## config.mk

```make
export PLATFORM = sky130hd
export DESIGN_NAME = clk_en_gen_flat
export DESIGN_NICKNAME = d
export VERILOG_FILES = /design/src/rtl/clk_en_pkg.sv /design/src/rtl/clk_en_gen_if.sv /design/src/rtl/clk_en_chan.sv /design/src/rtl/clk_en_gen.sv /design/src/flat_wrapper.sv
export SDC_FILE = /design/constraint.sdc
export NUM_CORES = 1
export LEC_CHECK = 0
export BUFFER_PORTS_ARGS = -buffer_cell sky130_fd_sc_hd__buf_2
export CORE_ASPECT_RATIO = 0.5
export CORE_MARGIN = 10
export CORE_UTILIZATION = 55
export CTS_CLUSTER_SIZE = 8
export DETAILED_ROUTE_END_ITERATION = 10
export PLACE_DENSITY = 0.81
export SLEW_MARGIN = 25
export SYNTH_ARGS = -nofsm -noshare
export SYNTH_HDL_FRONTEND = slang
export SYNTH_HIERARCHICAL = 1
export SYNTH_SLANG_ARGS = --single-unit
```

## constraint.sdc

```tcl
create_clock -name CLK -period 14.05 [get_ports CLK]
set_input_delay 4.215 -clock CLK [delete_from_list [all_inputs] [get_ports CLK]]
set_output_delay 4.215 -clock CLK [all_outputs]
set_load 0.01 [all_outputs]
```

## src/rtl/clk_en_pkg.sv

```systemverilog
// -----------------------------------------------------------------------------
// clk_en_pkg
// Shared definitions for the fractional clock-enable generator:
//   ACC_W_DEF      default width of MUL, DIV and the phase accumulator
//   CFG_ERR_REJECT level driven on cfg_err when a config write is refused
//   chan_cfg_t     one channel's {mul, div} ratio record (32-bit fields so it
//                  can carry any ACC_W up to 32 bits, zero-extended)
//   ratio_ok()     legality check for a requested ratio
// -----------------------------------------------------------------------------
package clk_en_pkg;

   localparam int ACC_W_DEF   = 16;
   localparam int CFG_FIELD_W = 32;

   localparam logic CFG_ERR_REJECT = 1'b1;

   typedef struct packed {
      logic [CFG_FIELD_W-1:0] mul;
      logic [CFG_FIELD_W-1:0] div;
   } chan_cfg_t;

   // A ratio is usable when the divisor is non-zero and MUL/DIV <= 1.
   function automatic logic ratio_ok(input chan_cfg_t cfg);
      return (cfg.div != '0) && (cfg.mul <= cfg.div);
   endfunction

endpackage

```

## src/rtl/clk_en_gen_if.sv

```systemverilog
// -----------------------------------------------------------------------------
// clk_en_gen_if
// Runtime configuration bus of clk_en_gen.
//   cfg_we   one-cycle write strobe          (master -> slave)
//   cfg_ch   target channel index            (master -> slave)
//   cfg_mul  new MUL value                   (master -> slave)
//   cfg_div  new DIV value                   (master -> slave)
//   cfg_err  one-cycle "write rejected" pulse (slave -> master)
// -----------------------------------------------------------------------------
interface clk_en_gen_if
   import clk_en_pkg::*;
#(
   parameter int ACC_W = ACC_W_DEF
);
   logic             cfg_we;
   logic [2:0]       cfg_ch;
   logic [ACC_W-1:0] cfg_mul;
   logic [ACC_W-1:0] cfg_div;
   logic             cfg_err;

   modport master (output cfg_we, cfg_ch, cfg_mul, cfg_div, input  cfg_err);
   modport slave  (input  cfg_we, cfg_ch, cfg_mul, cfg_div, output cfg_err);
endinterface

```

## src/rtl/clk_en_chan.sv

```systemverilog
// -----------------------------------------------------------------------------
// clk_en_chan
// One fractional enable channel. A phase accumulator advances by MUL each
// cycle and wraps modulo DIV; every wrap is a positive-phase strobe, every
// crossing of DIV/2 is a half-phase strobe. A settle counter tracks ce_p
// pulses since the last (re)configuration and drives locked / rst_out.
// Ports:
//   clk, rst        clock, synchronous active-high reset
//   sync_i          zero the accumulator, suppress this cycle's strobes
//   wr_i            accepted config write addressed to this channel
//   wr_mul_i/div_i  ratio carried by that write
//   ce_p_o, ce_n_o  registered positive / half-phase enables
//   locked_o        SETTLE ce_p pulses seen since configuration
//   rst_out_o       registered ~locked, forced high by a write
// -----------------------------------------------------------------------------
module clk_en_chan
   import clk_en_pkg::*;
#(
   parameter int ACC_W    = ACC_W_DEF,
   parameter int SETTLE   = 16,
   parameter int INIT_MUL = 1,
   parameter int INIT_DIV = 2
) (
   input  logic             clk,
   input  logic             rst,
   input  logic             sync_i,
   input  logic             wr_i,
   input  logic [ACC_W-1:0] wr_mul_i,
   input  logic [ACC_W-1:0] wr_div_i,
   output logic             ce_p_o,
   output logic             ce_n_o,
   output logic             locked_o,
   output logic             rst_out_o
);

   localparam logic [7:0] SETTLE_C = 8'(SETTLE);

   logic [ACC_W-1:0] acc_q, acc_d;
   logic [ACC_W-1:0] mul_q, mul_d;
   logic [ACC_W-1:0] div_q, div_d;
   logic [7:0]       cnt_q, cnt_d;
   logic             ce_p_q, ce_p_d;
   logic             ce_n_q, ce_n_d;
   logic             locked_q, locked_d;
   logic             rst_out_q, rst_out_d;

   // One extra bit keeps acc + mul exact (both are <= DIV-1 / DIV).
   logic [ACC_W:0]   sum;
   logic [ACC_W:0]   acc_nx;
   logic [ACC_W-1:0] half;
   logic             wrap;
   logic             half_hit;

   always_comb begin
      sum    = {1'b0, acc_q} + {1'b0, mul_q};
      wrap   = (sum >= {1'b0, div_q});
      acc_nx = wrap ? (sum - {1'b0, div_q}) : sum;
      half   = div_q >> 1;

      // Half-phase crossing: either the accumulator climbs through DIV/2
      // without wrapping, or it wraps and lands at/above DIV/2.
      half_hit = ((acc_q < half) && (sum >= {1'b0, half}) && !wrap)
               || (wrap && (acc_nx >= {1'b0, half}));

      acc_d = (sync_i || wr_i) ? '0 : acc_nx[ACC_W-1:0];
      mul_d = wr_i ? wr_mul_i : mul_q;
      div_d = wr_i ? wr_div_i : div_q;

      ce_p_d = wrap && !sync_i;
      ce_n_d = half_hit && !sync_i;

      // Counts the ce_p pulses actually emitted; a write restarts settling.
      cnt_d = cnt_q;
      if (wr_i) begin
         cnt_d = '0;
      end else if (ce_p_d && (cnt_q != SETTLE_C)) begin
         cnt_d = cnt_q + 8'd1;
      end

      locked_d  = wr_i ? 1'b0 : (cnt_q == SETTLE_C);
      rst_out_d = wr_i ? 1'b1 : ~locked_q;
   end

   always_ff @(posedge clk) begin
      if (rst) begin
         acc_q     <= '0;
         mul_q     <= ACC_W'(INIT_MUL);
         div_q     <= ACC_W'(INIT_DIV);
         cnt_q     <= '0;
         ce_p_q    <= 1'b0;
         ce_n_q    <= 1'b0;
         locked_q  <= 1'b0;
         rst_out_q <= 1'b1;
      end else begin
         acc_q     <= acc_d;
         mul_q     <= mul_d;
         div_q     <= div_d;
         cnt_q     <= cnt_d;
         ce_p_q    <= ce_p_d;
         ce_n_q    <= ce_n_d;
         locked_q  <= locked_d;
         rst_out_q <= rst_out_d;
      end
   end

   assign ce_p_o    = ce_p_q;
   assign ce_n_o    = ce_n_q;
   assign locked_o  = locked_q;
   assign rst_out_o = rst_out_q;

endmodule

```

## src/rtl/clk_en_gen.sv

```systemverilog
// -----------------------------------------------------------------------------
// clk_en_gen
// Fractional clock-enable generator: CHANNELS independent enable streams,
// each averaging CLK*MUL/DIV, all on the single fabric clock CLK.
// This level validates and decodes config writes, generates cfg_err and
// fans the phase-align sync out to every channel.
// Ports:
//   CLK, RST   clock, synchronous active-high reset
//   cfg        configuration bus (slave side), see clk_en_gen_if
//   sync       one-cycle pulse, zeroes every accumulator
//   ce_p/ce_n  per-channel positive / half-phase enables
//   locked     per-channel ratio-stable flag
//   rst_out    per-channel domain reset (registered ~locked)
// -----------------------------------------------------------------------------
module clk_en_gen
   import clk_en_pkg::*;
#(
   parameter int CHANNELS = 3,
   parameter int ACC_W    = ACC_W_DEF,
   parameter int SETTLE   = 16,
   parameter int INIT_MUL = 1,
   parameter int INIT_DIV = 2
) (
   input  logic                CLK,
   input  logic                RST,
   clk_en_gen_if.slave         cfg,
   input  logic                sync,
   output logic [CHANNELS-1:0] ce_p,
   output logic [CHANNELS-1:0] ce_n,
   output logic [CHANNELS-1:0] locked,
   output logic [CHANNELS-1:0] rst_out
);

   chan_cfg_t           wr_cfg;
   logic                ch_ok;
   logic                accept;
   logic [CHANNELS-1:0] wr_sel;
   logic                cfg_err_q, cfg_err_d;

   always_comb begin
      wr_cfg.mul = CFG_FIELD_W'(cfg.cfg_mul);
      wr_cfg.div = CFG_FIELD_W'(cfg.cfg_div);
      // Widened by one bit so CHANNELS = 8 still compares correctly.
      ch_ok      = ({1'b0, cfg.cfg_ch} < 4'(CHANNELS));
      accept     = cfg.cfg_we && ch_ok && ratio_ok(wr_cfg);
      cfg_err_d  = (cfg.cfg_we && !accept) ? CFG_ERR_REJECT : !CFG_ERR_REJECT;
   end

   always_ff @(posedge CLK) begin
      if (RST) begin
         cfg_err_q <= !CFG_ERR_REJECT;
      end else begin
         cfg_err_q <= cfg_err_d;
      end
   end

   assign cfg.cfg_err = cfg_err_q;

   for (genvar i = 0; i < CHANNELS; i++) begin : g_chan
      assign wr_sel[i] = accept && (cfg.cfg_ch == 3'(i));

      clk_en_chan #(
         .ACC_W    (ACC_W),
         .SETTLE   (SETTLE),
         .INIT_MUL (INIT_MUL),
         .INIT_DIV (INIT_DIV)
      ) u_chan (
         .clk       (CLK),
         .rst       (RST),
         .sync_i    (sync),
         .wr_i      (wr_sel[i]),
         .wr_mul_i  (cfg.cfg_mul),
         .wr_div_i  (cfg.cfg_div),
         .ce_p_o    (ce_p[i]),
         .ce_n_o    (ce_n[i]),
         .locked_o  (locked[i]),
         .rst_out_o (rst_out[i])
      );
   end

endmodule

```

## src/flat_wrapper.sv

```systemverilog
// flat-port wrapper written by rule: the top's interface ports become plain ports
module clk_en_gen_flat import clk_en_pkg::*;
#(
   parameter int CHANNELS = 3,
   parameter int ACC_W    = ACC_W_DEF,
   parameter int SETTLE   = 16,
   parameter int INIT_MUL = 1,
   parameter int INIT_DIV = 2
)
  (CLK, RST, sync, ce_p, ce_n, locked, rst_out, cfg_cfg_we, cfg_cfg_ch, cfg_cfg_mul, cfg_cfg_div, cfg_cfg_err);
  clk_en_gen_if #(.ACC_W(ACC_W)) cfg_i ();
  input  logic CLK;
  input  logic RST;
  input  logic sync;
  output logic [CHANNELS-1:0] ce_p;
  output logic [CHANNELS-1:0] ce_n;
  output logic [CHANNELS-1:0] locked;
  output logic [CHANNELS-1:0] rst_out;
  input wire logic [$bits(cfg_i.cfg_we)-1:0] cfg_cfg_we;
  input wire logic [$bits(cfg_i.cfg_ch)-1:0] cfg_cfg_ch;
  input wire logic [$bits(cfg_i.cfg_mul)-1:0] cfg_cfg_mul;
  input wire logic [$bits(cfg_i.cfg_div)-1:0] cfg_cfg_div;
  output wire logic [$bits(cfg_i.cfg_err)-1:0] cfg_cfg_err;
  assign cfg_i.cfg_we = cfg_cfg_we;
  assign cfg_i.cfg_ch = cfg_cfg_ch;
  assign cfg_i.cfg_mul = cfg_cfg_mul;
  assign cfg_i.cfg_div = cfg_cfg_div;
  assign cfg_cfg_err = cfg_i.cfg_err;
  clk_en_gen #(.CHANNELS(CHANNELS), .ACC_W(ACC_W), .SETTLE(SETTLE), .INIT_MUL(INIT_MUL), .INIT_DIV(INIT_DIV)) u_core (.CLK(CLK), .RST(RST), .cfg(cfg_i), .sync(sync), .ce_p(ce_p), .ce_n(ce_n), .locked(locked), .rst_out(rst_out));
endmodule
```

==> flow_summary.json, run 1 <==
{
  "grt_pass1_vias": 12300,
  "synth_cell_types": 88,
  "finalCriticalPeriod_ns": 7.81,
  "cts_tree": "yes",
  "io_pins": 52,
  "final-setup-viol-count": 0,
  "setup_cp_type": "primary input to flop",
  "synth_area_um2": 15100,
  "grt_start_max_net_pins": 63,
  "areaGrowthSynthToFinish_pct": 7.58,
  "cts.clk_slew.worst_paths_ns": 0.07,
  "cts_htree_levels": 4,
  "detail_route.drc_violations": 0,
  "total_power_mw": 4.45,
  "netlist.area_leader.share": 0.240,
  "syn_inst": 1729,
  "die-area_um2": 34900,
  "final_tns_setup_ns": 0,
  "placed_cells_incl_taps": 2093,
  "worst_pin_slew_ns": 0.981,
  "max_freq_ghz": 0.128,
  "slew-limit-headroom": 0.346,
  "drt_first_iter_violations": 1261,
  "final_nets": 2055,
  "crit-reg2reg-capture": "u_core/g_chan[0].u_chan/ce_n_o",
  "synth.top_cells.by_count": "250 x ha_1, 184 x nor2_1, 181 x dfxtp_1",
  "synth.ff_latch_count": 181,
  "layout.cells.non_filler": 2129,
  "pwr_density_cell_nw_per_um2": 273,
  "number_of_enable_type_register_cells_in_the_synthesized_netlist": 0,
  "design.core.area_um2": 26700,
  "die_x_um": 254,
  "grt_antenna_before_repair": 4,
  "synth-seq-area-share": 0.240,
  "route.vias.total": 13100,
  "switching_share": 0.473,
  "post-synth-top-area-cell": "dfxtp_1",
  "dpl.hpwl_um": 30300,
  "worst_r2r_start": "u_core/g_chan[0].u_chan/mul_q[3]",
  "grt_use_total": 0.223,
  "whs_path_depth": 1,
  "mappedNetlistNets": 2024,
  "rows": 42,
  "max-vdd-ir-drop_uv": 186,
  "globalRoute.totalOverflow": 0,
  "global_route_wire_length_before_repair_um": 63000,
  "hold_viol_final": 0,
  "cts_max_path_buffers": 2,
  "synth-main-ff-cell": "dfxtp_1",
  "ctsResizeCount": 0,
  "synth_top_cells_by_area": "dfxtp_1 24%, ha_1 21%, mux2i_1 6.9%",
  "result_of_the_run": "finished clean",
  "clkLatencyLatePin_ns": 0.44,
  "final_antenna_net_count": 0,
  "power.clock.fraction": 0.107,
  "power_frac_comb": 0.750,
  "final_area_um2": 16300,
  "wire_per_inst_um": 18.7,
  "final_layout_size_suffix_gt1_frac": 0.0981,
  "clock_skew_ns": 0.0123,
  "p_leak_nw": 7.00,
  "cell_chosen_for_the_clock_root": "clkbuf_16",
  "critical_path_fanouts_max": 29,
  "power.share.sequential": 0.142,
  "finalWirelength_um": 39800,
  "worst_hold_path_type": "flop to flop",
  "drt_pass1_iterations": 6,
  "cts.hold.buffers_added": 0,
  "critPathArrivalTime_ns": 8.13,
  "tritoncts.num_buffers": 17,
  "async_reset_ff_frac": 0,
  "detailed_place.area_um2": 15700,
  "synth.most_common_cell": "ha_1",
  "initial_utilization": 0.565,
  "place.port_buffers": 51,
  "ff2ff_path_depth": 23,
  "cap_viol_max_count": 0,
  "cts_post_setup_buffers_inserted": 0,
  "synthesis.area_per_instance_um2": 8.74,
  "dieHeight_um": 137,
  "post_route_core_utilization": 0.608,
  "switchingPower_mw": 2.10,
  "viasPerCell": 6.16,
  "hold_end": "u_core/g_chan[0].u_chan/rst_out_o",
  "cts_num_sinks": 181,
  "cell_internal_pwr_mw": 2.34,
  "timing.critical_path.from_type": "primary input",
  "slew_violations": 0,
  "gp_weighted_congestion": 0.960,
  "r2r_setup_slack_ns": 7.49,
  "synthesis.yosys.warnings": 6,
  "period_share": 0.556,
  "rsz0062_at_grt": "no",
  "timing.critical_path.required_ns": 14.37,
  "timing.critical_path.to_type": "flop",
  "hold_start": "u_core/g_chan[0].u_chan/locked_o"
}
==> flip-flops by register name, summed over array words and instances (netlist names) <==
register and count:
u_core/cfg.cfg_err 1, u_core/g_chan.u_chan/acc_q 48, u_core/g_chan.u_chan/ce_n_o 3, u_core/g_chan.u_chan/ce_p_o 3, u_core/g_chan.u_chan/cnt_q 24, u_core/g_chan.u_chan/div_q 48, u_core/g_chan.u_chan/locked_o 3, u_core/g_chan.u_chan/mul_q 48
u_core/g_chan.u_chan/rst_out_o 3
==> per-stage QoR <==
step                      worst slack (ns)  hold slack, ns
after CTS                             6.36           0.382
after global routing                  5.95           0.405
after floorplan                       7.02           0.402
final                                 6.24           0.380
after detailed placement              5.97           0.364
after global placement                6.06           0.363
==> area by class of cell <==
cell class	instances	area (um^2)
multi-input cells	1401	10900
fillers	2198	10500
flip-flops and latches	181	3620
clock buffers	19	453
well taps	352	440
inverters	102	383
repair buffers	57	303
clock inverters	13	135
diodes	4	10.0
==> layer usage <==
layer | global-route usage | share of wire | vias up
met5 | 0 | 0 | -
met4 | 0.0678 | 0.022 | 0
met3 | 0.0322 | 0.066 | 60
met2 | 0.358 | 0.44 | 490
met1 | 0.306 | 0.47 | 6125
li1 | - | - | 6439
==> power by group through the flow <==
stage / logic, mW / clock network [mW] / registers (mW)
detailed placement: 3.23 / 0 / 0.641
global placement: 3.16 / 0 / 0.642
CTS: 3.26 / 0.481 / 0.631
floorplan: 2.66 / 0 / 0.627
finish: 3.34 / 0.477 / 0.633
global route: 3.69 / 0.504 / 0.639
==> worst max-delay path: stages <==
cell       delay (ns)
buf_2            0.14
inv_1            0.06
ha_1             0.30
a211oi_1         0.25
nor2_1           0.11
a2111oi_1        0.57
a31oi_2          0.28
nor3b_4          0.86
buf_4            0.56
or3_1            0.43
a21oi_1          0.07
o311ai_0         0.12
o31ai_1          0.13
==> cell families (layout without fill, tap and decap cells) <==
| kind of cell | Yosys count | in the layout | share of synthesized area |
|---|---|---|---|
| and+or+nand+nor | 505 | 505 | 0.167 |
| AOI/OAI and AO/OA | 422 | 422 | 0.195 |
| adders and majority gates | 256 | 256 | 0.215 |
| DFF | 181 | 181 | 0.240 |
| buffers and inverters | 147 | 191 | 0.0394 |
| muxes | 134 | 134 | 0.0954 |
| xor gates and xnor gates | 84 | 84 | 0.0487 |
| other | 0 | 4 | 0 |
==> placed cells by master (no fill, tap or decap), types with 14 or more instances in the layout <==
master	instances
ha_1	250
nor2_1	184
dfxtp_1	181
a21oi_1	123
mux2i_1	104
inv_1	102
nand2_1	98
o21ai_0	76
xnor2_1	65
buf_2	50
nor3_1	39
nand3_1	37
a21o_1	31
a211oi_1	29
nor2b_1	24
nand4_1	22
xor2_1	19
clkbuf_16	17
mux2_4	17
nand2b_1	14
==> worst max path at each step <==
stage / start / to / depth (start not counted)
after floorplan: cfg_cfg_div[13] / u_core/g_chan[0].u_chan/acc_q[14] / 12
after global placement: cfg_cfg_div[13] / u_core/g_chan[2].u_chan/acc_q[14] / 13
after detailed placement: cfg_cfg_div[13] / u_core/g_chan[2].u_chan/acc_q[14] / 13
after CTS: cfg_cfg_div[13] / u_core/g_chan[2].u_chan/acc_q[14] / 13
after global routing: cfg_cfg_div[13] / u_core/g_chan[1].u_chan/acc_q[14] / 13
final: cfg_cfg_div[13] / u_core/g_chan[2].u_chan/acc_q[14] / 13
No activity file was read; power rests on OpenSTA's default activity.
==> run 2, diff against run 1 <==
--- a/config.mk
+++ b/config.mk
@@ -5,6 +5,7 @@
 export SDC_FILE = /design/constraint.sdc
 export NUM_CORES = 1
 export LEC_CHECK = 0
+export ABC_AREA = 1
 export BUFFER_PORTS_ARGS = -buffer_cell sky130_fd_sc_hd__buf_2
 export CORE_ASPECT_RATIO = 0.5
 export CORE_MARGIN = 10
==> constraint.sdc (replaced) <==
create_clock -name CLK -period 8.15 [get_ports CLK]
set_input_delay 2.445 -clock CLK [delete_from_list [all_inputs] [get_ports CLK]]
set_output_delay 2.445 -clock CLK [all_outputs]
set_load 0.01 [all_outputs]
==> run 2 against run 1 <==
Cell count up 30%. Count of clock-buffer cells in the layout unchanged. Die area up 4.2%. Sequential cell count unchanged. Core utilization down 0.22 points.
==> flow_summary.json, run 2 <==
{
  "result_of_the_run": "finished clean",
  "die_x_um": 260,
  "grt_start_max_net_pins": 47,
  "critical_path.max_stage_delay_ns": 0.70,
  "final_tns_setup_ns": 0,
  "number_of_enable_type_register_cells_in_the_synthesized_netlist": 0,
  "setup_cp_type": "primary input to flop",
  "synth_cell_types": 49,
  "timing.critical_path.required_ns": 8.45,
  "finalCriticalPeriod_ns": 5.05,
  "gp_weighted_congestion": 1.03,
  "rows": 43,
  "globalRoute.totalOverflow": 0,
  "final_layout_size_suffix_gt1_frac": 0.0879,
  "timing.critical_path.from_type": "primary input",
  "cts_num_sinks": 181,
  "synthesis.area_per_instance_um2": 6.76,
  "clkLatencyLatePin_ns": 0.45,
  "synth_top_cells_by_area": "dfxtp_1 23%, ha_1 20%, nand2_1 14%",
  "clock_skew_ns": 0.0175,
  "synth.top_cells.by_count": "580 x nand2_1, 294 x inv_1, 250 x ha_1",
  "final_antenna_net_count": 0,
  "cell_chosen_for_the_clock_root": "clkbuf_16",
  "worst_hold_path_type": "flop to flop",
  "viasPerCell": 5.43,
  "critPathTopFamily": "simple AND/OR/NAND/NOR gates",
  "async_reset_ff_frac": 0,
  "postLayoutSetupSlackWorst_ns": 3.10,
  "synth.ff_latch_count": 181,
  "wire_per_inst_um": 15.4,
  "ctsResizeCount": 0,
  "cell_with_the_largest_stage_delay_on_the_worst_path": "nand2_1",
  "critPathBufInv": 4,
  "initial_utilization": 0.565,
  "dieHeight_um": 140,
  "cts_max_path_buffers": 2,
  "route.vias.total": 15100,
  "dpl.hpwl_um": 34300,
  "final_nets": 2670,
  "multi_input_comb_area_um2": 10800,
  "netlist.area_leader.share": 0.229,
  "global_route_wire_length_before_repair_um": 69600,
  "hold_start": "u_core/g_chan[0].u_chan/locked_o",
  "worst_r2r_start": "u_core/g_chan[0].u_chan/mul_q[0]",
  "mappedNetlistNets": 2637,
  "layout.area.seq_um2": 3620,
  "worst_pin_slew_ns": 0.855,
  "cap_viol_max_count": 0,
  "synth.most_common_cell": "nand2_1",
  "die-area_um2": 36400,
  "critical_path_fanouts_max": 46,
  "reg.largest.list": "u_core/g_chan.u_chan/acc_q x48, u_core/g_chan.u_chan/div_q x48, u_core/g_chan.u_chan/mul_q x48",
  "drt_first_iter_violations": 1386,
  "period_share": 0.620,
  "whs_ns": 0.396,
  "detail_route.drc_violations": 0,
  "post-synth-top-area-cell": "dfxtp_1",
  "synth-seq-area-share": 0.229,
  "areaGrowthSynthToFinish_pct": 7.29,
  "grt_use_total": 0.231,
  "tritoncts.num_buffers": 17,
  "syn_inst": 2342,
  "number_of_filler_cells_placed_in_the_layout": 2538,
  "io_pins": 52,
  "max_freq_ghz": 0.198,
  "timing.critical_path.to_type": "flop",
  "placed_cells_incl_taps": 2738,
  "cts.clk_slew.worst_paths_ns": 0.07,
  "synth-main-ff-cell": "dfxtp_1",
  "rsz0062_at_grt": "no",
  "synthesis.yosys.warnings": 6,
  "r2r_setup_slack_ns": 3.27,
  "cts_post_setup_buffers_inserted": 0,
  "grt_antenna_before_repair": 5,
  "slew-limit-headroom": 0.429,
  "layout.cells.non_filler": 2776,
  "most-common-layout-cells": "580 x nand2_1, 294 x inv_1, 250 x ha_1, 229 x nor2_1, 207 x a21oi_1",
  "hold_viol_final": 0,
  "layout.cells.most_common": "nand2_1",
  "drt_pass1_iterations": 5,
  "slew_violations": 0,
  "final-setup-viol-count": 0,
  "critPathArrivalTime_ns": 5.34,
  "pre_cts_ws_ns": 2.15,
  "cts_htree_levels": 4,
  "synth_area_um2": 15800,
  "cts.hold.buffers_added": 0,
  "grt_pass1_vias": 13900,
  "cts_tree": "yes",
  "design.core.area_um2": 28000,
  "place.port_buffers": 51,
  "worstSetupStartpoint": "cfg_cfg_div[13]",
  "finalWirelength_um": 42700,
  "list_of_cells_traversed_by_the_critical_path": "buf_2 > inv_1 > ha_1 > a21oi_1 > o21ai_0 > a21oi_1 > nand2_1 > nand2_2 > nand2_2 > nor2_1 > buf_4 > clkinv_2 > nand2_1 > nor2_1"
}
-- run 2: cell types whose count changed after synthesis, moves of 36 or more --
cell,previous run,this run
nand2_2,1,37
mux2i_1,104,0
a21oi_1,123,207
o21ai_0,76,121
inv_1,102,294
xnor2_1,65,23
nand2_1,98,580
nor2_1,184,229
nand3_1,37,100
-- run 2: cell type report --
| cell class | count | area share |
|---|---|---|
| flip-flops and latches | 181 | 0.213 |
| inverters | 315 | 0.0701 |
| clock buffers | 19 | 0.0267 |
| multi-input cells | 1805 | 0.634 |
| repair buffers | 55 | 0.0168 |
| diodes | 6 | 0.000884 |
| well taps | 382 | 0.0281 |
| clock inverters | 13 | 0.00958 |
-- run 2: logic make-up (layout without fill, tap and decap cells) --
kind of cell	after synthesis	after routing	share of synthesized area
adders and majority gates	256	256	0.205
AOI/OAI and AO/OA	414	414	0.147
DFF	181	181	0.229
xor gates and xnor gates	63	63	0.0349
buffers and inverters	356	402	0.0904
and+or+nand+nor	1072	1072	0.294
other	0	6	0
-- run 2: final timing paths --
check,end,cells past startpoint
worst min register to register,u_core/g_chan[0].u_chan/rst_out_o,1
worst max-delay path,u_core/g_chan[0].u_chan/acc_q[0],14
worst min-delay path,u_core/g_chan[0].u_chan/rst_out_o,1
worst max register to register,u_core/g_chan[0].u_chan/ce_n_o,33
-- run 2: per-stage QoR --
step / cell area (um^2) / utilization
4_1_cts: 17000 / 0.605
6_report: 17000 / 0.606
3_5_place_dp: 16400 / 0.583
3_3_place_gp: 16300 / 0.583
2_1_floorplan: 15800 / -
5_1_grt: 17000 / 0.606
-- run 2: layer usage --
metal  part of all wire  track usage
met2               0.42        0.354
met3              0.075       0.0386
met1               0.48        0.323
met4              0.020       0.0698
met5                  0            0
Power of run 2 is not shown: default switching activity piles up to over one toggle a cycle in this logic, so the estimate is an artifact.
==> run 3, diff against run 2 <==
==> constraint.sdc (replaced) <==
create_clock -name CLK -period 4.65 [get_ports CLK]
set_input_delay 1.395 -clock CLK [delete_from_list [all_inputs] [get_ports CLK]]
set_output_delay 1.395 -clock CLK [all_outputs]
set_load 0.01 [all_outputs]
==> run 3 against run 2 <==
Cell count increased by 1.1%. Sequential share of layout area is 0.85 points lower. Sequential cell count unchanged. Core utilization increased by 2.6 points. Cell area rose by 4.3%. Worst setup slack lost 2.8 ns. Register-to-register slack got worse by 3.0 ns. Worst hold slack got worse by 0.022 ns. Clock skew shrank 0.0094 ns. Critical path type is now flop to flop.
==> flow_summary.json, run 3 (synthesis results as in run 2) <==
{
  "die_x_um": 260,
  "grt_antenna_before_repair": 2,
  "final_area_um2": 17700,
  "cts_num_sinks": 181,
  "slew-limit-headroom": 0.446,
  "cts_tree": "yes",
  "rows": 43,
  "final_layout_size_suffix_gt1_frac": 0.128,
  "timing.critical_path.required_ns": 5.03,
  "grt_start_max_net_pins": 46,
  "most-common-layout-cells": "570 x nand2_1, 292 x inv_1, 233 x ha_1, 224 x nor2_1, 193 x a21oi_1",
  "cell_chosen_for_the_clock_root": "clkbuf_16",
  "areaGrowthSynthToFinish_pct": 11.9,
  "slew_violations": 0,
  "grt_pass1_vias": 14200,
  "cts.hold.buffers_added": 0,
  "globalRoute.totalOverflow": 0,
  "critical_path_fanouts_max": 10,
  "wire_per_inst_um": 15.8,
  "hold_viol_final": 0,
  "reg.largest.list": "u_core/g_chan.u_chan/acc_q x48, u_core/g_chan.u_chan/div_q x48, u_core/g_chan.u_chan/mul_q x48",
  "critPathArrivalTime_ns": 4.77,
  "cts_max_path_buffers": 2,
  "grt_use_total": 0.230,
  "final-setup-viol-count": 0,
  "finalCriticalPeriod_ns": 4.39,
  "clock_skew_ns": 0.00812,
  "worst_hold_path_type": "flop to flop",
  "cts.clk_slew.worst_paths_ns": 0.07,
  "cts_htree_levels": 4,
  "die-area_um2": 36400,
  "detailed_place.area_um2": 16500,
  "drt_pass1_iterations": 6,
  "place.port_buffers": 51,
  "global_route_wire_length_before_repair_um": 69400,
  "drt_first_iter_violations": 1330,
  "number_of_filler_cells_placed_in_the_layout": 2466,
  "clkLatencyLatePin_ns": 0.45,
  "result_of_the_run": "finished clean",
  "timing.critical_path.from_type": "flop",
  "cap_viol_max_count": 0,
  "detail_route.drc_violations": 0,
  "initial_utilization": 0.565,
  "dieHeight_um": 140,
  "worst_pin_slew_ns": 0.830,
  "tritoncts.num_buffers": 17,
  "route.vias.total": 15500,
  "dpl.hpwl_um": 33800,
  "layout.cells.most_common": "nand2_1",
  "critical_path.max_stage_delay_ns": 0.40,
  "timing.critical_path.to_type": "flop",
  "max_freq_ghz": 0.228,
  "period_share": 0.944,
  "finalWirelength_um": 44300,
  "final_antenna_net_count": 0,
  "final_nets": 2705,
  "io_pins": 52,
  "setup_cp_type": "flop to flop",
  "design.core.area_um2": 28000,
  "gp_weighted_congestion": 0.954,
  "cell_with_the_largest_stage_delay_on_the_worst_path": "dfxtp_1",
  "timing.critical_path.mode_cell": "nand2_1",
  "viasPerCell": 5.54
}
run 3: changes by cell type in the layout (fill, tap and decap cells not counted), sizes merged:
cell and change:
bufinv +2, nand2 +1, clkinv +1, clkinvlp -1, buf +34, clkbuf -1, inv -1, diode -4
run 3: area by class of cell:
cell class,instances,area (um^2),area share
clock buffer,18,439,0.0248
inverter,315,1210,0.0683
sequential,181,3630,0.205
timing repair buffer,89,548,0.0310
multi-input combinational,1806,11200,0.632
antenna,2,5.00,0.000283
tap,382,478,0.0270
clock inverter,14,213,0.0120
run 3: critical path, delay by kind of cell, from the launching register on:
family	cells	cell delay [ns]
fa+ha+maj	3	0.90
flops	1	0.40
simple gates	13	1.24
xor+xnor	1	0.18
compound gates	7	1.01
buf+inv	5	0.62
run 3: final timing paths:
kind | endpoint | slack [ns] | cells past startpoint | startpoint
hold / removal | u_core/g_chan[2].u_chan/rst_out_o | 0.37 | 1 | u_core/g_chan[2].u_chan/locked_o
setup reg to reg | u_core/g_chan[0].u_chan/ce_n_o | 0.26 | 29 | u_core/g_chan[0].u_chan/acc_q[2]
setup / recovery | u_core/g_chan[0].u_chan/ce_n_o | 0.26 | 29 | u_core/g_chan[0].u_chan/acc_q[2]
hold reg to reg | u_core/g_chan[2].u_chan/rst_out_o | 0.37 | 1 | u_core/g_chan[2].u_chan/locked_o
run 3: repair_timing:
action,in CTS,in global routing
resized for setup,1,94
endpoints found under the setup margin,1,3
pin swaps,0,26
buffers inserted,0,19
cloned,0,1
run 3: per-stage QoR:
step	TNS [ns]	util	setup WS [ns]	instances	hold WS, ns
6_report	0	0.632	0.260	2807	0.374
3_5_place_dp	-0.0246	0.587	-0.0246	2753	0.371
2_1_floorplan	0	-	0.556	2342	0.409
4_1_cts	0	0.611	0.0476	2785	0.380
3_3_place_gp	0	0.587	0.0825	2753	0.372
5_1_grt	-0.151	0.632	-0.0833	2807	0.403
run 3: layer usage:
metal | vias to the layer above | part of all wire | global-route usage
met1 | 7102 | 0.45 | 0.301
li1 | 7771 | - | -
met5 | - | 0 | 0
met3 | 103 | 0.072 | 0.0378
met2 | 562 | 0.45 | 0.375
met4 | 0 | 0.027 | 0.0793
Power of run 3 is left out for the same reason.
